### src/rtl/color_pkg.sv
// Shared filter mode encoding and luma weights for the colour filter pipeline.
package color_pkg;

    typedef enum logic [1:0] {
        MODE_PASS = 2'b00,
        MODE_GRAY = 2'b01,
        MODE_INV  = 2'b10,
        MODE_THR  = 2'b11
    } mode_t;

    localparam int unsigned W_R     = 77;
    localparam int unsigned W_G     = 150;
    localparam int unsigned W_B     = 29;
    localparam int unsigned Y_SHIFT = 8;

endpackage

### src/rtl/luma_calc.sv
// Luma: registered per-channel weighted products, combinational sum and shift.
module luma_calc
    import color_pkg::*;
#(
    parameter int unsigned CH_W = 8
) (
    input  logic            clk,
    input  logic            rst,
    input  logic            en_i,
    input  logic [CH_W-1:0] r_i,
    input  logic [CH_W-1:0] g_i,
    input  logic [CH_W-1:0] b_i,
    output logic [CH_W-1:0] luma_c_o
);

    localparam int unsigned PROD_W = CH_W + 8;
    localparam int unsigned SUM_W  = CH_W + 10;

    logic [PROD_W-1:0] prod_r_q, prod_g_q, prod_b_q;
    logic [SUM_W-1:0]  sum_c;

    // Products advance together with the S1 pixel register.
    always_ff @(posedge clk) begin
        if (rst) begin
            prod_r_q <= '0;
            prod_g_q <= '0;
            prod_b_q <= '0;
        end else if (en_i) begin
            prod_r_q <= PROD_W'(r_i) * PROD_W'(W_R);
            prod_g_q <= PROD_W'(g_i) * PROD_W'(W_G);
            prod_b_q <= PROD_W'(b_i) * PROD_W'(W_B);
        end
    end

    always_comb begin
        sum_c    = SUM_W'(prod_r_q) + SUM_W'(prod_g_q) + SUM_W'(prod_b_q);
        luma_c_o = CH_W'(sum_c >> Y_SHIFT);
    end

endmodule

### src/rtl/color_filter_pipe.sv
// Two-stage valid/ready pixel filter: pass, gray, invert or threshold per pixel.
module color_filter_pipe
    import color_pkg::*;
#(
    parameter  int unsigned CH_W  = 8,
    localparam int unsigned PIX_W = 3 * CH_W
) (
    input  logic             clk,
    input  logic             rst,
    input  logic [1:0]       mode,
    input  logic [CH_W-1:0]  thresh,
    input  logic             in_valid,
    output logic             in_ready,
    input  logic [PIX_W-1:0] in_data,
    output logic             out_valid,
    input  logic             out_ready,
    output logic [PIX_W-1:0] out_data,
    output logic [15:0]      pix_count
);

    logic             en_c;
    logic             s1_valid_q;
    logic [PIX_W-1:0] s1_pix_q;
    mode_t            s1_mode_q;
    logic [CH_W-1:0]  s1_thresh_q;
    logic [CH_W-1:0]  luma_c;
    logic [PIX_W-1:0] result_c;
    logic             out_valid_q;
    logic [PIX_W-1:0] out_data_q;
    logic [15:0]      pix_count_q;

    // Whole pipe moves only when the output register is free or draining.
    assign en_c      = !out_valid_q || out_ready;
    assign in_ready  = en_c;
    assign out_valid = out_valid_q;
    assign out_data  = out_data_q;
    assign pix_count = pix_count_q;

    luma_calc #(.CH_W(CH_W)) u_luma (
        .clk      (clk),
        .rst      (rst),
        .en_i     (en_c),
        .r_i      (in_data[PIX_W-1 -: CH_W]),
        .g_i      (in_data[CH_W +: CH_W]),
        .b_i      (in_data[CH_W-1:0]),
        .luma_c_o (luma_c)
    );

    // S1: pixel plus the mode and threshold in force when it was accepted.
    always_ff @(posedge clk) begin
        if (rst) begin
            s1_valid_q  <= 1'b0;
            s1_pix_q    <= '0;
            s1_mode_q   <= MODE_PASS;
            s1_thresh_q <= '0;
        end else if (en_c) begin
            s1_valid_q <= in_valid;
            if (in_valid) begin
                s1_pix_q    <= in_data;
                s1_mode_q   <= mode_t'(mode);
                s1_thresh_q <= thresh;
            end
        end
    end

    always_comb begin
        result_c = s1_pix_q;
        unique case (s1_mode_q)
            MODE_PASS: result_c = s1_pix_q;
            MODE_GRAY: result_c = {luma_c, luma_c, luma_c};
            MODE_INV:  result_c = ~s1_pix_q;
            MODE_THR:  result_c = (luma_c >= s1_thresh_q) ? {PIX_W{1'b1}} : {PIX_W{1'b0}};
            default:   result_c = s1_pix_q;
        endcase
    end

    // S2: output register, held stable while stalled.
    always_ff @(posedge clk) begin
        if (rst) begin
            out_valid_q <= 1'b0;
            out_data_q  <= '0;
        end else if (en_c) begin
            out_valid_q <= s1_valid_q;
            if (s1_valid_q) begin
                out_data_q <= result_c;
            end
        end
    end

    always_ff @(posedge clk) begin
        if (rst) begin
            pix_count_q <= '0;
        end else if (out_valid_q && out_ready) begin
            pix_count_q <= pix_count_q + 16'd1;
        end
    end

endmodule

### config.mk
export PLATFORM = sky130hd
export DESIGN_NAME = color_filter_pipe
export DESIGN_NICKNAME = d
export VERILOG_FILES = /design/src/rtl/color_pkg.sv /design/src/rtl/luma_calc.sv /design/src/rtl/color_filter_pipe.sv
export SDC_FILE = /design/constraint.sdc
export NUM_CORES = 1
export LEC_CHECK = 0
export BUFFER_PORTS_ARGS = -buffer_cell sky130_fd_sc_hd__buf_2
export CAP_MARGIN = 20
export CORE_ASPECT_RATIO = 1.4
export CORE_UTILIZATION = 35
export CTS_CLUSTER_DIAMETER = 80
export DETAILED_ROUTE_END_ITERATION = 10
export PLACE_DENSITY = 0.49
export SLEW_MARGIN = 30
export SYNTH_ARGS = -nofsm -noshare
export SYNTH_HDL_FRONTEND = slang
export SYNTH_SLANG_ARGS = --single-unit
### constraint.sdc
create_clock -name clk -period 10.9 [get_ports clk]
set_input_delay 1.09 -clock clk [delete_from_list [all_inputs] [get_ports clk]]
set_output_delay 1.09 -clock clk [all_outputs]
set_load 0.02 [all_outputs]
* Word-level counts from Yosys, hierarchy flattened *
Index checks and enable logic that the tools add are counted.

word-level totals
  bits in registers = 119
  bits of input ports = 38
  logic and storage cells = 29

cells by class
  add/sub/neg operators = 3
  multiply operators = 3
  bitwise gates (word level) = 1
  order comparisons = 1
  reductions and logical operators = 6
  multiplexer cells = 2
  equal/unequal tests = 3

operator list
  operator                                             number
  case mux 24 bit (4 select lines)                     1
  multiplier 8 x 7 -> 15 bit, second input constant    2
  two-way mux 24 bit                                   1
  NOT 24 bit                                           1
  adder 15 x 16 -> 16 bit                              1
  adder 16 x 1 -> 16 bit, second input constant        1
  adder 16 x 13 -> 16 bit                              1
  multiplier 8 x 5 -> 13 bit, second input constant    1
  greater-or-equal comparator 8 bit                    1
  equality test 2 bit, second input constant           2
  AND reduction 2 bit                                  2
  equality test 2 x 1 -> 1 bit, second input constant  1
  logical NOT 2 bit                                    1
  logical AND 1 bit                                    1
  logical NOT 1 bit                                    1
  logical OR 1 bit                                     1

* Depth between registers and ports, before layout *
  depth after elaboration = 5
  depth in mapped cells = 18
  gate-level depth less buffers = 18

* Modules after synthesis *
From an unflattened synthesis, not the netlist that was laid out.

unflattened totals
  cell total of the unflattened synthesis = 960
  area total of the unflattened synthesis = 8445.6 um2

by module, submodules not included
  module             times used  area an instance (um2)  cells an instance
  luma_calc          1           5127.4                  538
  color_filter_pipe  1           3318.2                  422

* Worst setup path after synthesis *
OpenSTA, ideal clock, no wires.

  kind = input to register
  start point = in in_data[12]
  end point = reg u_luma.prod_g_q[14]
  path buffers = 0
  setup time = 86 ps
  slack = 6827 ps
  arrival = 3988 ps
  data required time = 10814 ps
  stages = 13
  path through = ha_1 ha_1 inv_1 fa_1 fa_1 inv_1 ha_1 o21ai_0 a21oi_1 a31oi_1 o21ai_0 xnor2_1 a211oi_1

between the ends
  longest elaborated chain between the ends = 1

ends and longest elaborated chain
  what                        RTL line                 source
  start: declaration          color_filter_pipe.sv:14  input logic [PIX_W-1:0] in_data,
  multiplier 8 x 7 -> 15 bit  luma_calc.sv:30          prod_g_q <= PROD_W'(g_i) * PROD_W'(W_G);
  end signal: assignment      luma_calc.sv:30
  end: declaration            luma_calc.sv:19          logic [PROD_W-1:0] prod_r_q, prod_g_q, prod_b_q;

No other way between the ends.
A chain may end at the register's enable or synchronous reset.

* Final worst setup path *
  start point = reg u_luma.prod_b_q[10]
  end point = reg out_data_q[8], in the netlist out_data[8]

between the ends
  longest elaborated chain between the ends = 4

ends and longest elaborated chain
  what                               RTL line                 source
  start: declaration                 luma_calc.sv:19
  start signal: assignment           luma_calc.sv:31          prod_b_q <= PROD_W'(b_i) * PROD_W'(W_B);
  adder 16 x 13 -> 16 bit            luma_calc.sv:36          sum_c = SUM_W'(prod_r_q) + SUM_W'(prod_g_q) + SUM_W'(prod_b_q);
  greater-or-equal comparator 8 bit  color_filter_pipe.sv:72  MODE_THR: result_c = (luma_c >= s1_thresh_q) ? {PIX_W{1'b1}} : {PIX_W{1'b0}};
  two-way mux 24 bit                 color_filter_pipe.sv:72
  case mux 24 bit (4 select lines)   color_filter_pipe.sv:68  unique case (s1_mode_q)
  end signal: assignment             color_filter_pipe.sv:85  out_data_q <= result_c;
  end: declaration                   color_filter_pipe.sv:29  logic [PIX_W-1:0] out_data_q;

No other way between the ends.

==> impl_summary.md <==
Routing
After detailed routing, the number of vias per cell comes to 4.97. The count of unresolved DRC violations after routing is 0. The number of optimization iterations in the first detailed-route pass is 4. For this block, the initial DRC count from the detailed router was 306.

The wire length per cell is 15.4 µm. The number of nets still failing antenna checks after routing is 0. The routed layout has 6,905 vias. The total wire length is 21,400 µm.

Critical path
In this run the worst path has a maximum fanout of 10. Traced cell by cell, the critical path runs through fa_1 > ha_1 > a21o_1 > a31o_1 > a21o_1 > and2_4 > o31a_1 > or2_1 > ha_1 > or3b_1 > a221oi_1 > o21ai_1 > o31ai_2 > o21ai_1 > a21oi_1 > a221oi_1. The endpoint identified for the worst register-to-register timing path is out_data[8]. The classification of the worst setup path is flop to flop.

The number of cells on the worst reg-to-reg path is 16. The first element of the critical path is u_luma.prod_b_q[10]. The worst setup path is launched from a flop. Setup slack on the worst reg-to-reg path comes out at 6450 ps. For the worst setup path, the data required time is 11,150 ps. The worst register-to-register path begins at u_luma.prod_b_q[10]. For the worst setup path, the data arrival time is 4710 ps. STA classifies the critical path endpoint as a flop.

The library cell contributing the largest single delay on the critical path is fa_1. In this design, the stage delay of the slowest critical-path cell is 480 ps.

Global routing
For this run, global-route usage on met2 was measured as 0.320. The layer with the highest usage after global routing is met2. The first-pass GRT wire length is 35,100 µm.

Entering global routing, the biggest net connects 67 pins. The residual overflow from global routing is 0. The met1 usage is 0.224. The total routing usage reported by global routing is 0.182.

The number of global-route vias before repair was 6,757. The number of antenna violations at the first check in global routing is 0. The met3 layer usage reported by global route is 0.0291.

Placed design
The final estimated routing congestion in global placement is 0.810. The placed standard-cell area is 0.00910 mm². The HPWL reported at the end of detailed placement is 16,400 µm. The number of buffers inserted by port buffering is 79.

CTS
For this design, the CTS-stage hold fixing added 0 buffers. After clock tree synthesis, the repair step resized 0 gates. The maximum buffer depth of the clock tree is 2. The clock insertion delay at the later pin of the skew report is 420 ps. The CTS tree is built. The H-tree level count is 4.

The root buffer selected by CTS is clkbuf_16. Buffers added to address setup during post-CTS repair amount to 0. The number of buffers created by CTS is 17. Clock-pin slew was measured on the worst setup and hold paths at 60 ps. The CTS sink count is 119.

Floorplanning
The floorplan step defined a die boundary enclosing 0.0248 mm². The placement row count is 66. The die is 133 µm wide.

In this run the vertical extent of the chip is 186 µm. The core region is 0.0235 mm². During I/O placement, the number of pins put on the boundary was 80. The initial utilization of the core area, before any placement, comes to 0.360.

Synthesis
In this run, synthesis inferred 0 flip-flops with an integrated enable. Yosys mapped the design onto 59 distinct sky130hd cell types. The main combinational cell family by area after synthesis is adder cells. The multiplexer area fraction after synthesis is 0.00237. The area fraction in and, or, nand and nor cells after synthesis is 0.167.

The xor and xnor area share after synthesis is 0.0467. The area fraction in compound gates after synthesis was 0.164. After synthesis, the share of flip-flops with an asynchronous set or reset is 0. When the netlist entered floorplanning its net count stood at 1,208. The most used flip-flop cell after synthesis is dfxtp_1.

For this run, the number of Yosys warnings is 0. The adder-cell share of the synthesized area is 0.271. The mean cell area of the mapped netlist is 8.36 µm². The sequential cell area fraction in the yosys report is 0.282. Counting flops and latches in the post-synthesis netlist gives 119. The cell count after synthesis is 1,010. The post-synth design cell area is 0.00845 mm².

Power
The maximum vdd drop is 0.155 mV. Summed over all cells, the static leakage comes to 0.00464 µW. For this design the ratio of total power to cell area is 210 mW/mm².

STA
The number of endpoints failing setup at the final stage is 0. Setup repair after global routing left no endpoint under its margin. Across the routed clock network, the largest skew measured is 8.43 ps. For the pin with the worst max-slew slack, the measured transition is 806 ps. Based on the critical path, the design can be clocked at up to 225 MHz. The relative slew slack is 0.463.

Dividing the final minimum period by the clock period gives 0.409. The final critical path time including I/O delays and setup is 4450 ps. The number of pins exceeding their max-slew limit in the final report is 0. The count of endpoints failing hold in the final timing report is 0.

Setup total negative slack on the finished layout was measured at 0 ps.

Min path
The path with the worst hold slack has its endpoint at u_luma.prod_b_q[3]. Along the worst hold path, the cell count comes to 2. The hold path startpoint is u_luma.prod_b_q[3]. The worst hold path belongs to the class flop to flop.

Finish
The share of layout cells above drive strength 1 is 0.127. Across the whole layout, storage elements account for 0.00238 mm². The count of inserted antenna diode cells is 0. The area growth from synthesis to final layout is 15.0%. In the final design database the tool counted 1,268 nets. The total non-filler cell area in the finished layout is 0.00972 mm².

The area occupied by multi-input gates is 0.00550 mm². Fill cells in the final layout number 2,443.

Status
The flow ran to the end, and the final reports show no timing, DRC or antenna violations.

Job
The max capacitance violation total is 0.
state kept, by name, indices dropped and copies added, names as in the netlist:
signal / count
out_data: 24
out_valid: 1
pix_count: 16
s1_mode_q: 2
s1_pix_q: 24
s1_thresh_q: 8
s1_valid_q: 1
u_luma.prod_b_q: 13
u_luma.prod_g_q: 15
u_luma.prod_r_q: 15
final cells by class:
cell class	instances	share of cell area
multi-input cells	742	0.566
clock buffers	18	0.0452
inverters	106	0.0410
flip-flops and latches	119	0.245
well taps	306	0.0394
repair buffers	84	0.0448
clock inverters	14	0.0182
through the flow:
step	instances	hold WS [ps]	util	setup WS [ps]	total power, µW
2_1_floorplan	1010	432	-	6830	1250
6_report	1389	454	0.414	6450	2040
3_3_place_gp	1357	442	0.388	6440	1470
5_1_grt	1389	474	0.414	6060	2210
3_5_place_dp	1357	447	0.388	6390	1480
4_1_cts	1389	455	0.414	6410	2070
placed cells by master, fill, tap and decap left out, types with 3 or more instances in the layout:
cell / netlist / layout
a221oi_1: 7 / 7
a311oi_1: 4 / 4
xnor2_1: 26 / 26
o21bai_1: 4 / 4
a211oi_1: 15 / 15
clkinv_4: 0 / 4
nor2_1: 56 / 56
nand3_1: 11 / 11
xor2_1: 19 / 19
bufinv_16: 0 / 3
or3_1: 14 / 14
a22o_1: 3 / 3
a31oi_1: 6 / 6
clkinvlp_4: 0 / 4
buf_2: 2 / 78
a21o_1: 21 / 21
and3_1: 10 / 10
ha_1: 122 / 122
inv_1: 104 / 104
nor4_1: 7 / 7
o21ai_0: 31 / 31
clkbuf_16: 0 / 17
o22ai_1: 3 / 3
nand2b_1: 3 / 3
buf_4: 1 / 6
a21oi_1: 111 / 111
nand2_1: 162 / 161
fa_1: 38 / 38
dfxtp_1: 119 / 119
and2_1: 6 / 5
nor2b_1: 4 / 3
or2_2: 9 / 9
nand4_1: 3 / 3
nor3_1: 16 / 16
kinds of logic (layout without fill, tap and decap cells):
logic type	Yosys count	in the layout
compound gates	224	224
flops	119	119
xor+xnor	45	45
buf+inv	149	222
mux	2	2
simple gates	311	311
fa+ha+maj	160	160
Yosys cell counts, drive strengths merged (2+ instances only):
cell type / count / area share
o21ai: 34 / 0.021
clkbuf: 37 / 0.016
nand2b: 3 / 0.0022
nand4b: 2 / 0.0021
nand3: 11 / 0.0065
a21oi: 111 / 0.066
nand4: 3 / 0.0022
a211oi: 16 / 0.015
dfxtp: 119 / 0.28
a21o: 21 / 0.019
buf: 6 / 0.0043
nor3: 16 / 0.0095
a221oi: 7 / 0.0073
o21a: 2 / 0.0018
and2: 7 / 0.0055
a311oi: 4 / 0.0041
a41oi: 2 / 0.0021
a2111oi: 2 / 0.0028
nor4: 8 / 0.0077
or3: 14 / 0.010
or2: 10 / 0.0074
and3: 10 / 0.0074
inv: 106 / 0.047
xnor2: 26 / 0.027
a22o: 3 / 0.0031
mux2i: 2 / 0.0024
nor2: 56 / 0.025
nor2b: 4 / 0.0030
nand2: 162 / 0.072
a31oi: 6 / 0.0044
ha: 122 / 0.18
o21bai: 4 / 0.0036
xor2: 19 / 0.020
fa: 38 / 0.090
o22ai: 3 / 0.0022
nor4b: 2 / 0.0021
routing by layer:
layer / vias to the layer above / wire, µm
met3: 33 / 653
met1: 3219 / 9540
met2: 102 / 10700
li1: 3551 / -
met5: - / 0
met4: 0 / 514
critical path, delay by kind of cell (launching register included):
family	cells	cell delay, ps
DFF	1	350
and+or+nand+nor	3	770
adders and majority gates	3	1110
AOI/OAI and AO/OA	10	2050
where the power goes:
group | switching (µW) | leakage, µW | total, µW | internal (µW)
registers | 50.6 | 0.000979 | 544 | 494
logic | 530 | 0.00337 | 914 | 384
clock network | 217 | 0.000290 | 584 | 367
worst max path at each step:
stage | to | slack (ps) | cells after the start
5_1_grt | out_data[8] | 6060 | 18
2_1_floorplan | u_luma.prod_g_q[14] | 6830 | 13
6_report | out_data[8] | 6450 | 16
4_1_cts | out_data[0] | 6410 | 18
3_5_place_dp | u_luma.prod_g_q[14] | 6390 | 14
3_3_place_gp | u_luma.prod_g_q[14] | 6440 | 14
No activity file was read; power rests on OpenSTA's default activity.
